==> src/rtl/des_round_key_gen_if.sv <==
`default_nettype none
// ============================================================================
//  Module      : des_round_key_gen_if
//  Description : Bundles the key-load handshake and the round-key stream of
//                des_round_key_gen.
//                master = key source / round-key consumer
//                slave  = key schedule
//  Signals     : key_valid/key_ready/key_in/decrypt  key-load handshake
//                rk_valid/rk_ready/rk_data/rk_index/rk_last  round-key stream
//                key_err  one-cycle pulse on a rejected key
//  Revision    : 1.0  initial release
// ============================================================================
interface des_round_key_gen_if;
    logic        key_valid;
    logic        key_ready;
    logic [63:0] key_in;
    logic        decrypt;
    logic        rk_valid;
    logic        rk_ready;
    logic [47:0] rk_data;
    logic [3:0]  rk_index;
    logic        rk_last;
    logic        key_err;

    modport master (
        output key_valid, key_in, decrypt, rk_ready,
        input  key_ready, rk_valid, rk_data, rk_index, rk_last, key_err
    );

    modport slave (
        input  key_valid, key_in, decrypt, rk_ready,
        output key_ready, rk_valid, rk_data, rk_index, rk_last, key_err
    );
endinterface
`default_nettype wire

==> src/rtl/des_round_key_gen.sv <==
`default_nettype none
// ============================================================================
//  Module      : des_round_key_gen
//  Description : DES key schedule. Accepts a 64-bit key plus an encrypt/decrypt
//                flag and streams the 16 48-bit round keys, one per accepted
//                beat (K1..K16 for encrypt, K16..K1 for decrypt).
//  Ports       : clk    rising-edge clock
//                rst_n  synchronous active-low reset
//                bus    des_round_key_gen_if.slave (key load + round-key stream)
//  Parameters  : PARITY_CHECK  1 = reject keys whose bytes are not odd parity
//  Revision    : 1.0  initial release
// ============================================================================
module des_round_key_gen #(
    parameter int PARITY_CHECK = 0
) (
    input  logic               clk,
    input  logic               rst_n,
    des_round_key_gen_if.slave bus
);

    typedef enum logic [0:0] {
        ST_IDLE = 1'b0,
        ST_RUN  = 1'b1
    } state_t;

    // Permutation tables use DES 1-based bit numbers (bit 1 = MSB).
    localparam int c_pc1 [56] = '{
        57, 49, 41, 33, 25, 17,  9,  1, 58, 50, 42, 34, 26, 18,
        10,  2, 59, 51, 43, 35, 27, 19, 11,  3, 60, 52, 44, 36,
        63, 55, 47, 39, 31, 23, 15,  7, 62, 54, 46, 38, 30, 22,
        14,  6, 61, 53, 45, 37, 29, 21, 13,  5, 28, 20, 12,  4
    };

    localparam int c_pc2 [48] = '{
        14, 17, 11, 24,  1,  5,  3, 28, 15,  6, 21, 10,
        23, 19, 12,  4, 26,  8, 16,  7, 27, 20, 13,  2,
        41, 52, 31, 37, 47, 55, 30, 40, 51, 45, 33, 48,
        44, 49, 39, 56, 34, 53, 46, 42, 50, 36, 29, 32
    };

    function automatic logic [55:0] f_pc1(input logic [63:0] k);
        logic [55:0] r;
        r = '0;
        for (int i = 0; i < 56; i++) begin
            r[55-i] = k[64-c_pc1[i]];
        end
        return r;
    endfunction

    function automatic logic [47:0] f_pc2(input logic [55:0] cd);
        logic [47:0] r;
        r = '0;
        for (int i = 0; i < 48; i++) begin
            r[47-i] = cd[56-c_pc2[i]];
        end
        return r;
    endfunction

    function automatic logic [27:0] f_rotl(input logic [27:0] x, input logic one);
        return one ? {x[26:0], x[27]} : {x[25:0], x[27:26]};
    endfunction

    function automatic logic [27:0] f_rotr(input logic [27:0] x, input logic one);
        return one ? {x[0], x[27:1]} : {x[1:0], x[27:2]};
    endfunction

    state_t      state_q;
    logic [27:0] c_q;
    logic [27:0] d_q;
    logic        dec_q;
    logic [3:0]  idx_q;
    logic        err_q;

    logic [55:0] w_pc1;
    logic [3:0]  w_next_beat;
    logic        w_single;
    logic [27:0] c_step_d;
    logic [27:0] d_step_d;
    logic        w_parity_ok;

    // Rotation applied when moving to the next beat. Decrypt walks the
    // encrypt schedule backwards, so it undoes the shift of the round it
    // is leaving, which lands on the same beat numbers {1,8,15}.
    always_comb begin
        w_pc1       = f_pc1(bus.key_in);
        w_next_beat = idx_q + 4'd1;
        w_single    = (w_next_beat == 4'd1) || (w_next_beat == 4'd8) ||
                      (w_next_beat == 4'd15);
        c_step_d    = dec_q ? f_rotr(c_q, w_single) : f_rotl(c_q, w_single);
        d_step_d    = dec_q ? f_rotr(d_q, w_single) : f_rotl(d_q, w_single);
    end

    generate
        if (PARITY_CHECK != 0) begin : g_parity
            always_comb begin
                w_parity_ok = 1'b1;
                for (int b = 0; b < 8; b++) begin
                    w_parity_ok = w_parity_ok & (^bus.key_in[8*b +: 8]);
                end
            end
        end else begin : g_no_parity
            assign w_parity_ok = 1'b1;
        end
    endgenerate

    always_ff @(posedge clk) begin
        if (!rst_n) begin
            state_q <= ST_IDLE;
            c_q     <= '0;
            d_q     <= '0;
            dec_q   <= 1'b0;
            idx_q   <= '0;
            err_q   <= 1'b0;
        end else begin
            err_q <= 1'b0;
            case (state_q)
                ST_IDLE: begin
                    if (bus.key_valid) begin
                        if (w_parity_ok) begin
                            // Decrypt starts at CD16, which equals CD0.
                            c_q     <= bus.decrypt ? w_pc1[55:28]
                                                   : f_rotl(w_pc1[55:28], 1'b1);
                            d_q     <= bus.decrypt ? w_pc1[27:0]
                                                   : f_rotl(w_pc1[27:0], 1'b1);
                            dec_q   <= bus.decrypt;
                            idx_q   <= '0;
                            state_q <= ST_RUN;
                        end else begin
                            err_q <= 1'b1;
                        end
                    end
                end
                ST_RUN: begin
                    if (bus.rk_ready) begin
                        if (idx_q == 4'd15) begin
                            idx_q   <= '0;
                            state_q <= ST_IDLE;
                        end else begin
                            idx_q <= w_next_beat;
                            c_q   <= c_step_d;
                            d_q   <= d_step_d;
                        end
                    end
                end
                default: state_q <= ST_IDLE;
            endcase
        end
    end

    assign bus.key_ready = (state_q == ST_IDLE);
    assign bus.rk_valid  = (state_q == ST_RUN);
    assign bus.rk_data   = f_pc2({c_q, d_q});
    assign bus.rk_index  = idx_q;
    assign bus.rk_last   = (state_q == ST_RUN) && (idx_q == 4'd15);
    assign bus.key_err   = err_q;

endmodule
`default_nettype wire
==> src/flat_wrapper.sv <==
// flat-port wrapper written by rule: the top's interface ports become plain ports
module des_round_key_gen_flat 
#(
    parameter int PARITY_CHECK = 0
)
  (clk, rst_n, bus_key_valid, bus_key_in, bus_decrypt, bus_rk_ready, bus_key_ready, bus_rk_valid, bus_rk_data, bus_rk_index, bus_rk_last, bus_key_err);
  des_round_key_gen_if bus_i ();
  input  logic clk;
  input  logic rst_n;
  input wire logic [$bits(bus_i.key_valid)-1:0] bus_key_valid;
  input wire logic [$bits(bus_i.key_in)-1:0] bus_key_in;
  input wire logic [$bits(bus_i.decrypt)-1:0] bus_decrypt;
  input wire logic [$bits(bus_i.rk_ready)-1:0] bus_rk_ready;
  output wire logic [$bits(bus_i.key_ready)-1:0] bus_key_ready;
  output wire logic [$bits(bus_i.rk_valid)-1:0] bus_rk_valid;
  output wire logic [$bits(bus_i.rk_data)-1:0] bus_rk_data;
  output wire logic [$bits(bus_i.rk_index)-1:0] bus_rk_index;
  output wire logic [$bits(bus_i.rk_last)-1:0] bus_rk_last;
  output wire logic [$bits(bus_i.key_err)-1:0] bus_key_err;
  assign bus_i.key_valid = bus_key_valid;
  assign bus_i.key_in = bus_key_in;
  assign bus_i.decrypt = bus_decrypt;
  assign bus_i.rk_ready = bus_rk_ready;
  assign bus_key_ready = bus_i.key_ready;
  assign bus_rk_valid = bus_i.rk_valid;
  assign bus_rk_data = bus_i.rk_data;
  assign bus_rk_index = bus_i.rk_index;
  assign bus_rk_last = bus_i.rk_last;
  assign bus_key_err = bus_i.key_err;
  des_round_key_gen #(.PARITY_CHECK(PARITY_CHECK)) u_core (.clk(clk), .rst_n(rst_n), .bus(bus_i));
endmodule
==> config.mk <==
export PLATFORM = sky130hd
export DESIGN_NAME = des_round_key_gen_flat
export DESIGN_NICKNAME = d
export VERILOG_FILES = /design/src/rtl/des_round_key_gen_if.sv /design/src/rtl/des_round_key_gen.sv /design/src/flat_wrapper.sv
export SDC_FILE = /design/constraint.sdc
export NUM_CORES = 1
export LEC_CHECK = 0
export BUFFER_PORTS_ARGS = -buffer_cell sky130_fd_sc_hd__buf_2
export CAP_MARGIN = 20
export CORE_ASPECT_RATIO = 2
export CORE_MARGIN = 1
export CORE_UTILIZATION = 28
export DETAILED_ROUTE_END_ITERATION = 16
export SKIP_LAST_GASP = 1
export SLEW_MARGIN = 5
export SYNTH_ARGS = -nofsm -noshare
export SYNTH_HDL_FRONTEND = slang
export SYNTH_SLANG_ARGS = --single-unit
==> constraint.sdc <==
create_clock -name clk -period 2.25 [get_ports clk]
set_clock_uncertainty 0.15 [all_clocks]
set_input_delay 0.45 -clock clk [delete_from_list [all_inputs] [get_ports clk]]
set_output_delay 0.45 -clock clk [all_outputs]
set_load 0.02 [all_outputs]
### Word-level counts from Yosys, hierarchy flattened

Cells that the tools add are included.

| word-level totals | value |
|---|---|
| register bits | 62 |
| input port bits | 69 |
| word-level logic and storage cells | 44 |
| output and inout bits | 56 |

| cells by class | value |
|---|---|
| equal/unequal tests | 7 |
| $add $sub $neg | 1 |
| muxes and demuxes | 24 |
| bitwise operators | 1 |
| reductions and logical operators | 6 |

Operators by type and width:

| operator | number |
|---|---|
| 28-bit two-way mux | 14 |
| 28-bit one-hot mux with 2 select lines | 2 |
| 4-bit equality test (second input constant) | 3 |
| 4-bit two-way mux | 3 |
| 4-bit one-hot mux with 2 select lines | 1 |
| 2-bit != test (second input constant) | 3 |
| 4-bit by 1-bit adder with 4-bit output (second input constant) | 1 |
| 4-bit by 1-bit equality test with 1-bit output (second input constant) | 1 |
| 2-bit AND reduction | 2 |
| 1-bit two-way mux | 3 |
| 3-bit AND reduction | 1 |
| 1-bit logical OR | 2 |
| 1-bit one-hot mux with 2 select lines | 1 |
| 1-bit logical AND | 1 |
| 1-bit NOT | 1 |

### Longest topological paths before layout

Gate-level depths: netlist (run 1).

| depth | value |
|---|---|
| depth after elaboration | 9 |
| mapped depth | 11 |
| gate-level depth less buffers | 8 |

### Worst setup path after synthesis (run 1)

OpenSTA, ideal clock, no wires.

| path | value |
|---|---|
| path kind | register -> register |
| start point | reg u_core.idx_q[1], in the netlist u_core.bus.rk_index[1] |
| end point | reg u_core.c_q[11] |
| buffers on the path | 2 |
| cell stages (with the launch flop) | 11 |
| library setup time | 119 ps |
| period minus slack after synthesis | 2453 ps |
| arrival | 2184 ps |
| path slack | -203 ps |
| data required time | 1981 ps |
| cell sequence | dfxtp_1 -> ha_1 -> and2_2 -> nand2_1 -> o22a_2 -> buf_6 -> buf_6 -> and3_1 -> a211oi_1 -> a311oi_1 -> o221a_1 |

| on the way | value |
|---|---|
| cells in the longest elaborated chain, start to end | 9 |
| elaborated cells between the ends (all ways) | 15 |
| those cells by class | add/sub (1); eq/ne (5); mux (6); reduce/logical (3) |

Ends and longest elaborated chain:

| what | RTL line | source |
|---|---|---|
| start, declared | des_round_key_gen.sv:71 | `logic [3:0] idx_q;` |
| start signal, assigned | des_round_key_gen.sv:139 | `idx_q <= w_next_beat;` |
| 4-bit by 1-bit adder with 4-bit output | des_round_key_gen.sv:86 | `w_next_beat = idx_q + 4'd1;` |
| 4-bit by 1-bit equality test with 1-bit output or 4-bit equality test (tied branches) | des_round_key_gen.sv:87 | `w_single = (w_next_beat == 4'd1) \|\| (w_next_beat == 4'd8) \|\|` |
| 1-bit logical OR (2 in series) | des_round_key_gen.sv:87 |  |
| 28-bit two-way mux, on equally long branches | des_round_key_gen.sv:60, des_round_key_gen.sv:64 |  |
| 28-bit two-way mux | des_round_key_gen.sv:89 | `c_step_d = dec_q ? f_rotr(c_q, w_single) : f_rotl(c_q, w_single);` |
| 28-bit two-way mux | des_round_key_gen.sv:135 | `if (idx_q == 4'd15) begin` |
| 28-bit two-way mux | des_round_key_gen.sv:134 | `if (bus.rk_ready) begin` |
| 28-bit one-hot mux with 2 select lines | des_round_key_gen.sv:116 | `case (state_q)` |
| end signal, assigned | des_round_key_gen.sv:121 | `c_q <= bus.decrypt ? w_pc1[55:28]` |
| end signal, assigned | des_round_key_gen.sv:140 | `c_q <= c_step_d;` |
| end, declared | des_round_key_gen.sv:68 | `logic [27:0] c_q;` |

Several ways; a longest one is shown, not always the timed one. The select of a mux whose other input is x is not followed.
A chain may end at the register's enable or synchronous reset.

### Worst setup path after layout (run 1)

| path | value |
|---|---|
| start point | reg u_core.idx_q[0], in the netlist u_core.bus.rk_index[0] |
| end point | reg u_core.d_q[12] |

| on the way | value |
|---|---|
| cells in the longest elaborated chain, start to end | 9 |
| elaborated cells between the ends (all ways) | 15 |
| those cells by class | add/sub (1); eq/ne (5); mux (6); reduce/logical (3) |

Ends and longest elaborated chain:

| what | RTL line | source |
|---|---|---|
| 4-bit by 1-bit adder with 4-bit output | des_round_key_gen.sv:86 |  |
| 4-bit by 1-bit equality test with 1-bit output or 4-bit equality test (tied branches) | des_round_key_gen.sv:87 |  |
| 1-bit logical OR (2 in series) | des_round_key_gen.sv:87 |  |
| 28-bit two-way mux, on equally long branches | des_round_key_gen.sv:60, des_round_key_gen.sv:64 |  |
| 28-bit two-way mux | des_round_key_gen.sv:90 | `d_step_d = dec_q ? f_rotr(d_q, w_single) : f_rotl(d_q, w_single);` |
| 28-bit two-way mux | des_round_key_gen.sv:135 |  |
| 28-bit two-way mux | des_round_key_gen.sv:134 |  |
| 28-bit one-hot mux with 2 select lines | des_round_key_gen.sv:116 |  |
| end signal, assigned | des_round_key_gen.sv:123 | `d_q <= bus.decrypt ? w_pc1[27:0]` |
| end signal, assigned | des_round_key_gen.sv:141 | `d_q <= d_step_d;` |
| end, declared | des_round_key_gen.sv:69 | `logic [27:0] d_q;` |

Several ways; a longest one is shown, not always the timed one. The select of a mux whose other input is x is not followed.

==> flow_summary.toml, run 1 <==
[timing]
setup_ws_ns = -0.07195
period_share = 1.032
tightestPinTransition_ns = 0.5650
drv_slew = 0
hold_viol_final = 0
whs_ns = 0.3215
max_freq_mhz = 430.7
period_needed_ns = 2.322
timing.max_slew.rel_slack = 0.6233
rsz0062_at_grt = "true"
finalSetupTns_ns = -1.253
final-setup-viol-count = 37

[cells_and_area]
layout.nets = 777
instances_no_fill = 926
syn_to_final_growth_pct = 31.84
final_cell_area_um2 = 6994
drive_gt1_frac = 0.4366
antenna_cells = 0
final.fill_count = 1910

[synth]
syn_area_um2 = 5305
yosys_register_bits = 62
synth_cell_type_count = 40
synth-seq-area-share = 0.2340
yosysTopAreaCellShare = 0.2340
synth_nets = 717
syn_inst = 645
synth_top_area_cell = "dfxtp_1"
yosysWarnings = 0
netlist_top_cells_area = "dfxtp_1 23%, mux2i_1 11%, buf_4 7.1%, o221a_1 7.0%, nand2_1 6.0%"
syn_area_per_cell_um2 = 8.225

[grt]
grt_pass1_vias = 5392
grt_pass1_wl_um = 28390
track_usage = 0.1882
gr-total-overflow = 0
grt_max_degree = 51
antenna_found_initial = 0

[placement]
gp_congestion = 0.7779
placedCellCount = 903
place_area_um2 = 5944
portBuffers = 115
dpl.hpwl_um = 13460

[clock_network]
cts_htree_levels = 3
cts_tree = "done"
clk_pin_slew_worst_paths_ns = 0.06
cts_made_buffers = 9
clock-sinks = 62
cts_max_path_buffers = 2
cts-root-buf = "clkbuf_16"
clk_latency_ns = 0.34
cts_hold_buffers = 0

[status]
failed_checks = "negative setup slack"
status = "finished with violations"

[die]
die_w_um = 99.33
core-area_um2 = 18390
die_h_um = 196.7
rows = 70
initial_core_util = 0.2884
io_pins = 125
dieArea_um2 = 19530

[flow_run]
drv_cap = 0

[worst_setup_path]
arrival_ns = 2.45
rr_worst_depth = 10
r2r-end = "u_core.d_q[12]$_SDFFE_PN0P_"
start_kind = "flop"
crit_start = "u_core.bus.rk_index[0]$_SDFFE_PN0P_"
crit_required_ns = 2.38
rrSetupSlack_ns = -0.07
reg2reg_from = "u_core.bus.rk_index[0]$_SDFFE_PN0P_"
critPathKind = "reg2reg"
crit_path_end_kind = "flop"
crit_fanout = 7

[pwr]
p_total_mw = 4.162
leakage_nw = 2.769
power_per_cell_area_nw_per_um2 = 595.1
vdd_ir_drop_max_uv = 350.9

[detailed_routing]
drt_iter0_markers = 172
vias = 5376
drt_pass1_iterations = 4
drt_wl_total_um = 18760
drc_errors = 0
wl_per_cell_um = 20.25
post_drt_via_cell_ratio = 5.806
ant_nets = 0

[hold_path]
whs_path_depth = 3
min_from = "bus_key_valid"
hold_end = "u_core.bus.rk_valid$_SDFF_PN0_"
hp-class = "in2reg"
-- through the flow --
stage | utilization | setup slack (ns)
finish | 0.3803 | -0.07195
global route | 0.3803 | -0.1796
CTS | 0.3615 | -0.05243
detailed placement | 0.3232 | -0.2769
global placement | 0.3232 | -0.2366
floorplan | - | 0.003918
-- critical path: stages, from the launching register on --
cell and delay, ns:
dfxtp_4 0.37, buf_6 0.12, and2_4 0.17, xnor2_2 0.15
o22a_4 0.22, and2_4 0.24, buf_8 0.16, clkbuf_16 0.15
nand2_1 0.06, a311oi_1 0.26, o221a_2 0.22
-- timing repair --
item / in CTS / in global routing
gates resized for setup: 70 / 53
cloned: 1 / 5
setup buffers: 1 / 0
pin swaps: 23 / 26
endpoints found under the setup margin: 56 / 58
-- cell usage in the layout (no fill, tap or decap), types with 3 or more instances in the layout --
cell       instances
buf_6              8
a21boi_2           3
nor2b_1            3
and3_1            15
and2_4             3
clkbuf_16         14
a221oi_1           5
a21boi_0          20
a211oi_2           7
buf_2            114
a31o_2             5
a21boi_1          15
dfxtp_1           58
a21oi_2            5
o21ai_0           59
buf_12            14
o221a_1           33
a311oi_1           3
nand2_1           79
a311oi_2          16
nand2_4            3
o221a_2           23
a21oi_1           37
nand2_2            3
buf_4             29
a221oi_2          32
a211oi_4           5
mux2i_1           58
-- power breakdown --
group	switching (mW)	total, mW	internal, mW
logic	0.698	1.26	0.563
registers	0.192	1.40	1.21
clock network	0.550	1.50	0.953
total	1.44	4.16	2.72
-- layer usage --
metal  up-vias  wire length, um  GRT usage
met1      2650             6502     0.1772
met3        39              450    0.02270
met4         0              656    0.09150
met5         -                0          0
met2       126            11150     0.3850
li1       2561                -          -
-- state kept, by name (all words and copies together), names as in the netlist --
name and count:
u_core.c_q 28, u_core.d_q 28, u_core.bus.rk_index 4, u_core.bus.rk_valid 1, u_core.dec_q 1
-- layout make-up --
cell class | instances | area [um2] | area share
Multi-Input combinational cell | 457 | 3829 | 0.5474
Timing Repair Buffer | 172 | 1316 | 0.1882
Sequential cell | 62 | 1251 | 0.1789
Clock buffer | 13 | 271.5 | 0.03882
Tap cell | 216 | 270.3 | 0.03864
Clock inverter | 3 | 40.04 | 0.005725
Inverter | 3 | 16.27 | 0.002326
-- worst max path at each step --
stage                                       end
global placement     u_core.c_q[1]$_SDFFE_PN0P_
global route        u_core.d_q[14]$_SDFFE_PN0P_
CTS                 u_core.d_q[13]$_SDFFE_PN0P_
detailed placement   u_core.c_q[1]$_SDFFE_PN0P_
finish              u_core.d_q[12]$_SDFFE_PN0P_
floorplan           u_core.c_q[11]$_SDFFE_PN0P_
-- cells by family (layout without fill, tap and decap cells) --
family,after synthesis,after routing,share of synthesized area
AOI/OAI and AO/OA,279,279,0.4075
xor gates and xnor gates,1,1,0.001651
adders and majority gates,3,3,0.007076
buffers and inverters,126,191,0.1432
DFF,62,62,0.2340
muxes,58,58,0.1094
other,1,1,0.0007069
and+or+nand+nor,115,115,0.09647
-- synth_stat cells --
cell / number
a21oi_1: 40
o221ai_1: 1
a21boi_0: 29
inv_1: 3
nor2_1: 2
buf_1: 2
dfxtp_1: 62
ha_1: 3
a21oi_2: 4
a31o_2: 5
a221oi_2: 4
a32oi_1: 1
or2_1: 1
and2_4: 1
nand2_1: 85
o22a_2: 1
buf_4: 50
a31oi_1: 1
a311oi_1: 19
a221oi_1: 33
a21boi_1: 9
a211oi_1: 14
and3_1: 15
nand2b_1: 1
nor2b_1: 4
o221a_1: 33
buf_2: 13
o21ai_1: 1
conb_1: 1
mux2i_1: 58
and2_2: 1
o21ai_0: 60
nor3b_1: 1
xnor2_1: 1
o221a_2: 23
and2_1: 3
buf_6: 11
nand2_4: 1
clkbuf_1: 47
a22oi_1: 1
Note: power is estimated with default switching activity, not from simulation.
==> inputs of run 2 (changes only) <==
--- a/config.mk
+++ b/config.mk
@@ -7,7 +7,6 @@
 export LEC_CHECK = 0
 export BUFFER_PORTS_ARGS = -buffer_cell sky130_fd_sc_hd__buf_2
 export CAP_MARGIN = 20
-export CORE_ASPECT_RATIO = 2
 export CORE_MARGIN = 1
 export CORE_UTILIZATION = 28
 export DETAILED_ROUTE_END_ITERATION = 16
==> constraint.sdc (replaced) <==
create_clock -name clk -period 2.66 [get_ports clk]
set_clock_uncertainty 0.15 [all_clocks]
set_input_delay 0.532 -clock clk [delete_from_list [all_inputs] [get_ports clk]]
set_output_delay 0.532 -clock clk [all_outputs]
set_load 0.02 [all_outputs]
==> run 2 against run 1 <==
Compared with the run above:
- the flow now finishes without violations
- global-route usage fell by 2.4 points
- routed wire length is 16% lower
- cell area is 12% lower
- register-to-register slack better by 0.20 ns
- clock power fell by 16%
- largest cell class unchanged
- via count decreased by 4.9%
- worst setup slack gained 0.20 ns
- sequential share of layout area grew 2.5 points
- flip-flop and latch count stayed put
==> flow_summary.toml, run 2 (synthesis results as in run 1) <==
[status]
status = "complete, no violations"

[timing]
setup_ws_ns = 0.1298
drv_slew = 0
period_needed_ns = 2.530
max_freq_mhz = 395.2
whs_ns = 0.3955
period_share = 0.9512
final-setup-viol-count = 0
tightestPinTransition_ns = 0.5705
hold_viol_final = 0
timing.max_slew.rel_slack = 0.6197

[die]
rows = 49
die_h_um = 139.6
core-area_um2 = 18270
dieArea_um2 = 19500
io_pins = 125
die_w_um = 139.6
initial_core_util = 0.2904

[cells_and_area]
final.fill_count = 1963
final_cell_area_um2 = 6151
utilization = 0.3367
final_common_cell = "buf_2"
mostFrequentLayoutCells = "114 x buf_2, 85 x nand2_1, 60 x o21ai_0"
drive_gt1_frac = 0.3019
syn_to_final_growth_pct = 15.94
layout.nets = 746

[clock_network]
cts_max_path_buffers = 2
clk_pin_slew_worst_paths_ns = 0.06
cts_tree = "done"
cts_hold_buffers = 0
clock-sinks = 62
clk_latency_ns = 0.34
post-cts-setup-buffers = 0
cts_htree_levels = 3
cts_made_buffers = 9
cts-root-buf = "clkbuf_16"

[pwr]
intPower_mw = 2.208
vdd_ir_drop_max_uv = 306.7
clock_power_share = 0.381
p_total_mw = 3.304
power_per_cell_area_nw_per_um2 = 537.1
power.switching_mw = 1.096
seqPwrFrac = 0.351
p_sw_frac = 0.3317
leakage_nw = 2.444
combPwrFrac = 0.268

[worst_setup_path]
crit_path_end_kind = "flop"
crit_required_ns = 2.80
arrival_ns = 2.67
start_kind = "flop"
crit_fanout = 20
critPathKind = "reg2reg"

[grt]
track_usage = 0.1638
gr-total-overflow = 0
grt_pass1_vias = 4830
antenna_found_initial = 2
grt_pass1_wl_um = 25790
grt_max_degree = 57

[detailed_routing]
ant_nets = 0
drt_pass1_iterations = 4
vias = 5113
drt_wl_total_um = 15810
drc_errors = 0
drt_iter0_markers = 439
wl_per_cell_um = 17.39
post_drt_via_cell_ratio = 5.625

[placement]
place_area_um2 = 5773
dp_slack_ns = -0.02550
portBuffers = 115
dpl.hpwl_um = 10910
gp_congestion = 0.7772

[flow_run]
drv_cap = 0

[hold_path]
hp-class = "in2reg"
[run 2: changes by cell type in the layout (fill, tap and decap cells not counted), sizes merged]
cell / delta
clkbuf: -4
diode: +1
bufbuf: +1
buf: -28
[run 2: critical path: stages (launching register included)]
cell       delay (ns)
dfxtp_4          0.37
ha_4             0.18
and2_2           0.21
a32oi_1          0.25
buf_4            0.18
and2_4           0.21
bufbuf_16        0.32
a21oi_1          0.07
a221oi_1         0.30
o221a_1          0.22
[run 2: repair_timing]
item | CTS | global route
pin swaps | 0 | 3
gates cloned | 1 | 0
endpoints found under the setup margin | 4 | 47
resized for setup | 2 | 6
[run 2: power groups by stage]
stage | clock network (mW) | logic [mW] | registers, mW
detailed placement | 0 | 0.875 | 1.17
floorplan | 0 | 0.714 | 1.13
global route | 1.33 | 0.971 | 1.18
finish | 1.26 | 0.886 | 1.16
CTS | 1.29 | 0.887 | 1.16
global placement | 0 | 0.866 | 1.18
[run 2: stage by stage]
| stage | setup TNS, ns | cells |
|---|---|---|
| 6_report | 0 | 909 |
| 3_5_place_dp | -0.03412 | 891 |
| 4_1_cts | -0.002139 | 908 |
| 3_3_place_gp | -0.1052 | 891 |
| 2_1_floorplan | 0 | 645 |
| 5_1_grt | -0.002153 | 908 |
[run 2: path summary, 6_finish.rpt]
kind	from	cells past startpoint	slack [ns]	end
worst max-delay path	u_core.bus.rk_index[0]$_SDFFE_PN0P_	9	0.13	u_core.d_q[2]$_SDFFE_PN0P_
worst min-delay path	bus_key_valid	3	0.40	u_core.bus.rk_valid$_SDFF_PN0_
worst max register to register	u_core.bus.rk_index[0]$_SDFFE_PN0P_	9	0.13	u_core.d_q[2]$_SDFFE_PN0P_
worst min register to register	u_core.d_q[21]$_SDFFE_PN0P_	1	0.43	u_core.d_q[21]$_SDFFE_PN0P_
[run 2: area by class of cell]
class                   instances  area, um2  area share
multi-input cells             457       3339      0.5429
flip-flops and latches         62       1251      0.2034
repair buffers                141      948.4      0.1542
well taps                     229      286.5     0.04658
clock buffers                  13      271.5     0.04414
clock inverters                 3      40.04    0.006509
inverters                       3      11.26    0.001831
diodes                          1      2.502   0.0004068
[run 2: routing by layer]
metal | vias up | track usage | part of all wire
met4 | 2 | 0.05437 | 0.013
li1 | 2508 | - | -
met5 | - | 0 | 0.00082
met2 | 145 | 0.2256 | 0.40
met1 | 2439 | 0.2399 | 0.52
met3 | 19 | 0.04611 | 0.063
